===== src/rtl/bus_pkg.sv =====
// Shared definitions for the bus arbiter: FSM state encoding, mem_size codes
// and the alignment rule used by both the arbiter and the lane formatter.
package bus_pkg;

  localparam int unsigned WORD_W = 32;
  localparam int unsigned STRB_W = WORD_W / 8;

  typedef enum logic [1:0] {
    ST_IDLE  = 2'd0,
    ST_FETCH = 2'd1,
    ST_MEM   = 2'd2,
    ST_RESP  = 2'd3
  } state_t;

  localparam logic [1:0] SIZE_BYTE = 2'd0;
  localparam logic [1:0] SIZE_HALF = 2'd1;
  localparam logic [1:0] SIZE_WORD = 2'd2;

  // Size code 3 falls into the word rule.
  function automatic logic is_misaligned(input logic [1:0] size, input logic [1:0] addr_lo);
    case (size)
      SIZE_BYTE: return 1'b0;
      SIZE_HALF: return addr_lo[0];
      default:   return addr_lo != 2'b00;
    endcase
  endfunction

endpackage


===== src/rtl/bus_lane_formatter.sv =====
// Combinational byte-lane handling: write strobes, store data replication,
// load extraction with sign/zero extension, and the misalignment check.
module bus_lane_formatter
  import bus_pkg::*;
(
  input  logic [1:0]        size,
  input  logic [1:0]        addr_lo,
  input  logic              sign_ext,
  input  logic [WORD_W-1:0] store_data,
  input  logic [WORD_W-1:0] read_data,
  output logic [STRB_W-1:0] strobe,
  output logic [WORD_W-1:0] write_data,
  output logic [WORD_W-1:0] load_data,
  output logic              misaligned
);

  logic [WORD_W-1:0] shifted;

  always_comb begin
    shifted    = read_data >> {addr_lo, 3'b000};
    strobe     = 4'b1111;
    write_data = store_data;
    load_data  = shifted;
    case (size)
      SIZE_BYTE: begin
        strobe     = 4'b0001 << addr_lo;
        write_data = {4{store_data[7:0]}};
        load_data  = {{24{sign_ext & shifted[7]}}, shifted[7:0]};
      end
      SIZE_HALF: begin
        strobe     = 4'b0011 << {addr_lo[1], 1'b0};
        write_data = {2{store_data[15:0]}};
        load_data  = {{16{sign_ext & shifted[15]}}, shifted[15:0]};
      end
      default: ;
    endcase
  end

  assign misaligned = is_misaligned(size, addr_lo);

endmodule


===== src/rtl/bus_arbiter.sv =====
// Round-robin arbiter between instruction fetch and data access onto one
// external bus. Optional ext_ready timeout is enabled with BUS_TIMEOUT_EN.
module bus_arbiter
  import bus_pkg::*;
#(
  parameter int unsigned TIMEOUT_CYCLES = 255
) (
  input  logic        clk,
  input  logic        reset,
  input  logic        fetch_valid,
  input  logic [31:0] fetch_address,
  output logic        fetch_ready,
  output logic [31:0] fetch_data,
  input  logic        mem_load,
  input  logic        mem_store,
  input  logic [31:0] mem_address,
  input  logic [31:0] mem_store_data,
  input  logic [1:0]  mem_size,
  input  logic        mem_signed,
  output logic        mem_ready,
  output logic [31:0] mem_load_data,
  output logic        mem_misaligned,
  output logic        ext_valid,
  output logic        ext_instruction,
  input  logic        ext_ready,
  output logic [31:0] ext_address,
  output logic [31:0] ext_write_data,
  output logic [3:0]  ext_write_strobe,
  input  logic [31:0] ext_read_data,
  output logic        bus_error
);

  state_t      state;
  logic        last_fetch;
  logic        lat_fetch;
  logic        lat_write;
  logic        lat_signed;
  logic [1:0]  lat_size;
  logic [31:0] lat_addr;
  logic [31:0] lat_data;

  logic        mem_req;
  logic        grant_fetch;
  logic        grant_mem;
  logic [3:0]  fmt_strobe;
  logic [31:0] fmt_wdata;
  logic [31:0] fmt_load;
  logic        fmt_mis;

`ifdef BUS_TIMEOUT_EN
  logic [15:0] to_cnt;
`else
  logic unused_timeout;
  assign unused_timeout = ^16'(TIMEOUT_CYCLES);
`endif

  // On a tie the requester that did not win the previous grant goes first.
  assign mem_req     = mem_load | mem_store;
  assign grant_fetch = fetch_valid & (~mem_req | ~last_fetch);
  assign grant_mem   = mem_req & (~fetch_valid | last_fetch);

  bus_lane_formatter u_fmt (
    .size       (lat_size),
    .addr_lo    (lat_addr[1:0]),
    .sign_ext   (lat_signed),
    .store_data (lat_data),
    .read_data  (ext_read_data),
    .strobe     (fmt_strobe),
    .write_data (fmt_wdata),
    .load_data  (fmt_load),
    .misaligned (fmt_mis)
  );

  assign ext_instruction  = lat_fetch;
  assign ext_address      = {lat_addr[31:2], 2'b00};
  assign ext_write_data   = fmt_wdata;
  assign ext_write_strobe = lat_write ? fmt_strobe : 4'b0000;

  always_ff @(posedge clk or posedge reset) begin
    if (reset) begin
      state          <= ST_IDLE;
      last_fetch     <= 1'b1;
      lat_fetch      <= 1'b0;
      lat_write      <= 1'b0;
      lat_signed     <= 1'b0;
      lat_size       <= 2'd0;
      lat_addr       <= '0;
      lat_data       <= '0;
      ext_valid      <= 1'b0;
      fetch_ready    <= 1'b0;
      fetch_data     <= '0;
      mem_ready      <= 1'b0;
      mem_load_data  <= '0;
      mem_misaligned <= 1'b0;
      bus_error      <= 1'b0;
`ifdef BUS_TIMEOUT_EN
      to_cnt         <= '0;
`endif
    end else begin
      fetch_ready    <= 1'b0;
      mem_ready      <= 1'b0;
      mem_misaligned <= 1'b0;
      bus_error      <= 1'b0;
      case (state)
        ST_IDLE: begin
`ifdef BUS_TIMEOUT_EN
          to_cnt <= '0;
`endif
          if (grant_fetch) begin
            state      <= ST_FETCH;
            last_fetch <= 1'b1;
            lat_fetch  <= 1'b1;
            lat_write  <= 1'b0;
            lat_signed <= 1'b0;
            lat_size   <= SIZE_WORD;
            lat_addr   <= fetch_address;
            lat_data   <= '0;
            ext_valid  <= 1'b1;
          end else if (grant_mem) begin
            state      <= ST_MEM;
            last_fetch <= 1'b0;
            lat_fetch  <= 1'b0;
            lat_write  <= mem_store;
            lat_signed <= mem_signed;
            lat_size   <= mem_size;
            lat_addr   <= mem_address;
            lat_data   <= mem_store_data;
            // A misaligned access never reaches the bus.
            ext_valid  <= ~is_misaligned(mem_size, mem_address[1:0]);
          end
        end
        ST_FETCH, ST_MEM: begin
          if (!lat_fetch && fmt_mis) begin
            state          <= ST_RESP;
            ext_valid      <= 1'b0;
            mem_ready      <= 1'b1;
            mem_misaligned <= 1'b1;
            mem_load_data  <= '0;
          end else if (ext_ready) begin
            state     <= ST_RESP;
            ext_valid <= 1'b0;
            if (lat_fetch) begin
              fetch_ready <= 1'b1;
              fetch_data  <= ext_read_data;
            end else begin
              mem_ready     <= 1'b1;
              mem_load_data <= fmt_load;
            end
          end
`ifdef BUS_TIMEOUT_EN
          else if (to_cnt == 16'(TIMEOUT_CYCLES - 1)) begin
            state     <= ST_RESP;
            ext_valid <= 1'b0;
            bus_error <= 1'b1;
            if (lat_fetch) begin
              fetch_ready <= 1'b1;
              fetch_data  <= '0;
            end else begin
              mem_ready     <= 1'b1;
              mem_load_data <= '0;
            end
          end else begin
            to_cnt <= to_cnt + 16'd1;
          end
`endif
        end
        ST_RESP: state <= ST_IDLE;
        default: state <= ST_IDLE;
      endcase
    end
  end

endmodule


===== config.mk =====
export PLATFORM = sky130hd
export DESIGN_NAME = bus_arbiter
export DESIGN_NICKNAME = d
export VERILOG_FILES = /design/src/rtl/bus_pkg.sv /design/src/rtl/bus_lane_formatter.sv /design/src/rtl/bus_arbiter.sv
export SDC_FILE = /design/constraint.sdc
export NUM_CORES = 1
export LEC_CHECK = 0
export CORE_MARGIN = 2
export CORE_UTILIZATION = 40
export DETAILED_ROUTE_END_ITERATION = 8
export GPL_ROUTABILITY_DRIVEN = 0
export PLACE_DENSITY_LB_ADDON = 0.1
export SYNTH_ARGS = -nofsm -noshare
export SYNTH_HDL_FRONTEND = slang
export SYNTH_SLANG_ARGS = --single-unit

===== constraint.sdc =====
create_clock -name clk -period 4.09 [get_ports clk]
set_input_delay 0.6135 -clock clk [delete_from_list [all_inputs] [get_ports clk]]
set_output_delay 0.6135 -clock clk [all_outputs]
set_load 0.03 [all_outputs]

==> flow_summary.toml <==
[floorplanning]
fp-row-count = 47
core-area_mm2 = 0.0166
dieArea_mm2 = 0.0181
start_util = 0.410
fp.dieH_um = 135
io_pins = 275
fp.dieW_um = 135

[timing]
fmax_mhz = 321
tightest_slew_ps = 933
fin_setup_tns_ps = 0
min_period_ps = 3120
hold_viol = 0
slew_violations = 0
rsz0062_at_grt = "false"
finClkSkew_ps = 7.48
finalSetupViolCount = 0
finalCritPeriodShare = 0.762
relSlewSlack = 0.377

[clocking]
clock_path_buffers = 2
ctsHoldBuffers = 0
cts-root-buf = "clkbuf_16"
insertion_delay_ps = 410
clk_pin_slew_worst_paths_ps = 50
tritoncts = "done"
h-tree-depth = 4
clock-sinks = 140
cts_setup_buffers = 0
numCtsBuffers = 17
cts-resized-gates = 0

[synth]
yosysUniqueCellTypes = 45
async_flop_share = 1.00
synth_seq_area_share = 0.513
synth_warnings = 0
synth_edf_count = 0
syn_area_mm2 = 0.00683
synth_cells = 623
synth_seq_cells = 140
syn_avg_cell_area_um2 = 11.0
synth_ff_type = "dfrtp_1"

[critical_path]
crit_path_max_incr_delay_ps = 700
path_buf_inv = 2
cp.arrival_ps = 2500
crit_path_end_kind = "output port"
cp-startpoint = "lat_addr[0]"
cp_top_family = "buffers and inverters"
cp-start-kind = "flip-flop"
critPathRequiredTime_ps = 3480
reg2reg_from = "lat_addr[1]"
cp_slowest_cell = "clkdlybuf4s50_1"
path_max_fanout = 27
crit_type = "flip-flop to output port"
cp_cell_sequence = "buf_4 -> nor2_1 -> nor2b_1 -> o21a_1 -> clkdlybuf4s50_1"

[detailed_routing]
drtIter0Drc = 267
finalWirelength_um = 19300
drcViolationCount = 0
viasPerCell = 5.12
wl_per_cell_um = 18.0
drt_first_pass_iters = 4
ant_nets = 0
via_count = 5488

[placement]
dpl.cell_count = 1042
hpwl_um = 13900
port_buffers = 271
post_dp_cell_area_mm2 = 0.00943

[finish]
drive_gt1_frac = 0.0833
fin_cells = 1072
diodes = 0
fin_area_mm2 = 0.0100
register_area_mm2 = 0.00351
fillers = 1357
num-nets-final = 980
layout_common_cells = "271 x clkdlybuf4s50_1, 138 x dfrtp_1, 75 x nand2_1, 57 x o21ai_1, 55 x mux2i_1"
area_growth_pct = 46.5
multi_input_area_mm2 = 0.00278
mostFrequentLayoutCell = "clkdlybuf4s50_1"

[pwr]
ir_drop_mv = 0.411
powerDensity_mw_per_mm2 = 863
total_power_w = 0.00864
p_leak_nw = 4.31

[grt]
grtUsageTotal = 0.216
use_met1 = 0.284
grt_max_degree = 72
met3_usage = 0.0623
grt_use_met2 = 0.347
first_global_vias = 5658
gr-total-overflow = 0
antenna_found_initial = 0
top_usage_layer = "met2"
grt_first_pass_wirelength_um = 30500

[hold_path]
holdCritStartpoint = "last_fetch"
hp-class = "flip-flop to flip-flop"

[run_status]
status = "complete, no violations"

[job]
cap_violations = 0
per-stage QoR:
step | hold WS (ps) | util | setup slack (ps)
3_5_place_dp | 470 | 0.566 | 1210
3_3_place_gp | 453 | 0.566 | 1300
2_1_floorplan | 444 | - | 1730
4_1_cts | 475 | 0.601 | 946
6_report | 477 | 0.601 | 972
5_1_grt | 506 | 0.601 | 762
layer usage:
| layer | routed length (um) | vias up | share of wire |
|---|---|---|---|
| met4 | 325 | 0 | 0.017 |
| met2 | 9290 | 202 | 0.48 |
| met5 | 0 | - | 0 |
| met3 | 1350 | 21 | 0.070 |
| met1 | 8380 | 2668 | 0.43 |
| li1 | - | 2597 | - |
worst register-to-register path, cell delays in order (launching register included):
cell and delay, ps:
dfrtp_1 520, buf_4 300, o21a_1 240, o31ai_4 620
buf_4 370, a22o_1 190
cell families after synthesis:
logic type	count (synthesis)	share of synthesized area
buffers and inverters	100	0.0855
other	1	0.000549
adders and majority gates	2	0.00366
muxes	106	0.168
AOI/OAI and AO/OA	155	0.154
and+or+nand+nor	119	0.0755
DFF	140	0.513
synthesized netlist by cell type (5+ instances only):
library cell	n	area share
dfrtp_1	139	0.51
nand2_1	76	0.042
o21ai_1	57	0.042
mux2i_1	55	0.081
a22o_1	50	0.064
buf_4	42	0.046
mux2_1	31	0.051
buf_2	23	0.017
mux2_2	18	0.030
nor2_1	17	0.0093
o21ai_0	16	0.012
clkbuf_1	13	0.0071
inv_1	13	0.0071
a21oi_1	10	0.0073
a221oi_1	8	0.010
nor2b_1	6	0.0055
buf_1	5	0.0027
nand3_1	5	0.0037
o21a_1	5	0.0055
state kept, by name (all words and copies together) (netlist names):
| name | count |
|---|---|
| fetch_data | 32 |
| lat_addr | 32 |
| lat_data | 32 |
| mem_load_data | 32 |
| lat_size | 2 |
| state | 2 |
| ext_instruction | 1 |
| ext_valid | 1 |
| fetch_ready | 1 |
| last_fetch | 1 |
| lat_signed | 1 |
| lat_write | 1 |
| mem_misaligned | 1 |
| mem_ready | 1 |
worst paths after layout:
| path | end | slack [ps] | depth (start not counted) |
|---|---|---|---|
| max | ext_write_strobe[3] | 970 | 5 |
| min | last_fetch | 480 | 2 |
| max reg2reg | mem_load_data[28] | 1780 | 5 |
| min reg2reg | last_fetch | 480 | 2 |
| max in group asynchronous | last_fetch | 2420 | 3 |
| min in group asynchronous | lat_data[20] | 750 | 2 |
report_power, final:
part           internal [W]  switching (W)  leakage [nW]
logic               0.00201        0.00272          2.25
registers           0.00198       0.000386          1.77
clock network      0.000980       0.000555         0.286
area by class of cell:
cell class / count / share of cell area
Timing Repair Buffer: 283 / 0.281
Clock inverter: 8 / 0.0118
Multi-Input combinational cell: 385 / 0.277
Inverter: 14 / 0.00563
Clock buffer: 22 / 0.0464
Sequential cell: 140 / 0.350
Tap cell: 220 / 0.0275
No activity file was read; power rests on OpenSTA's default activity.
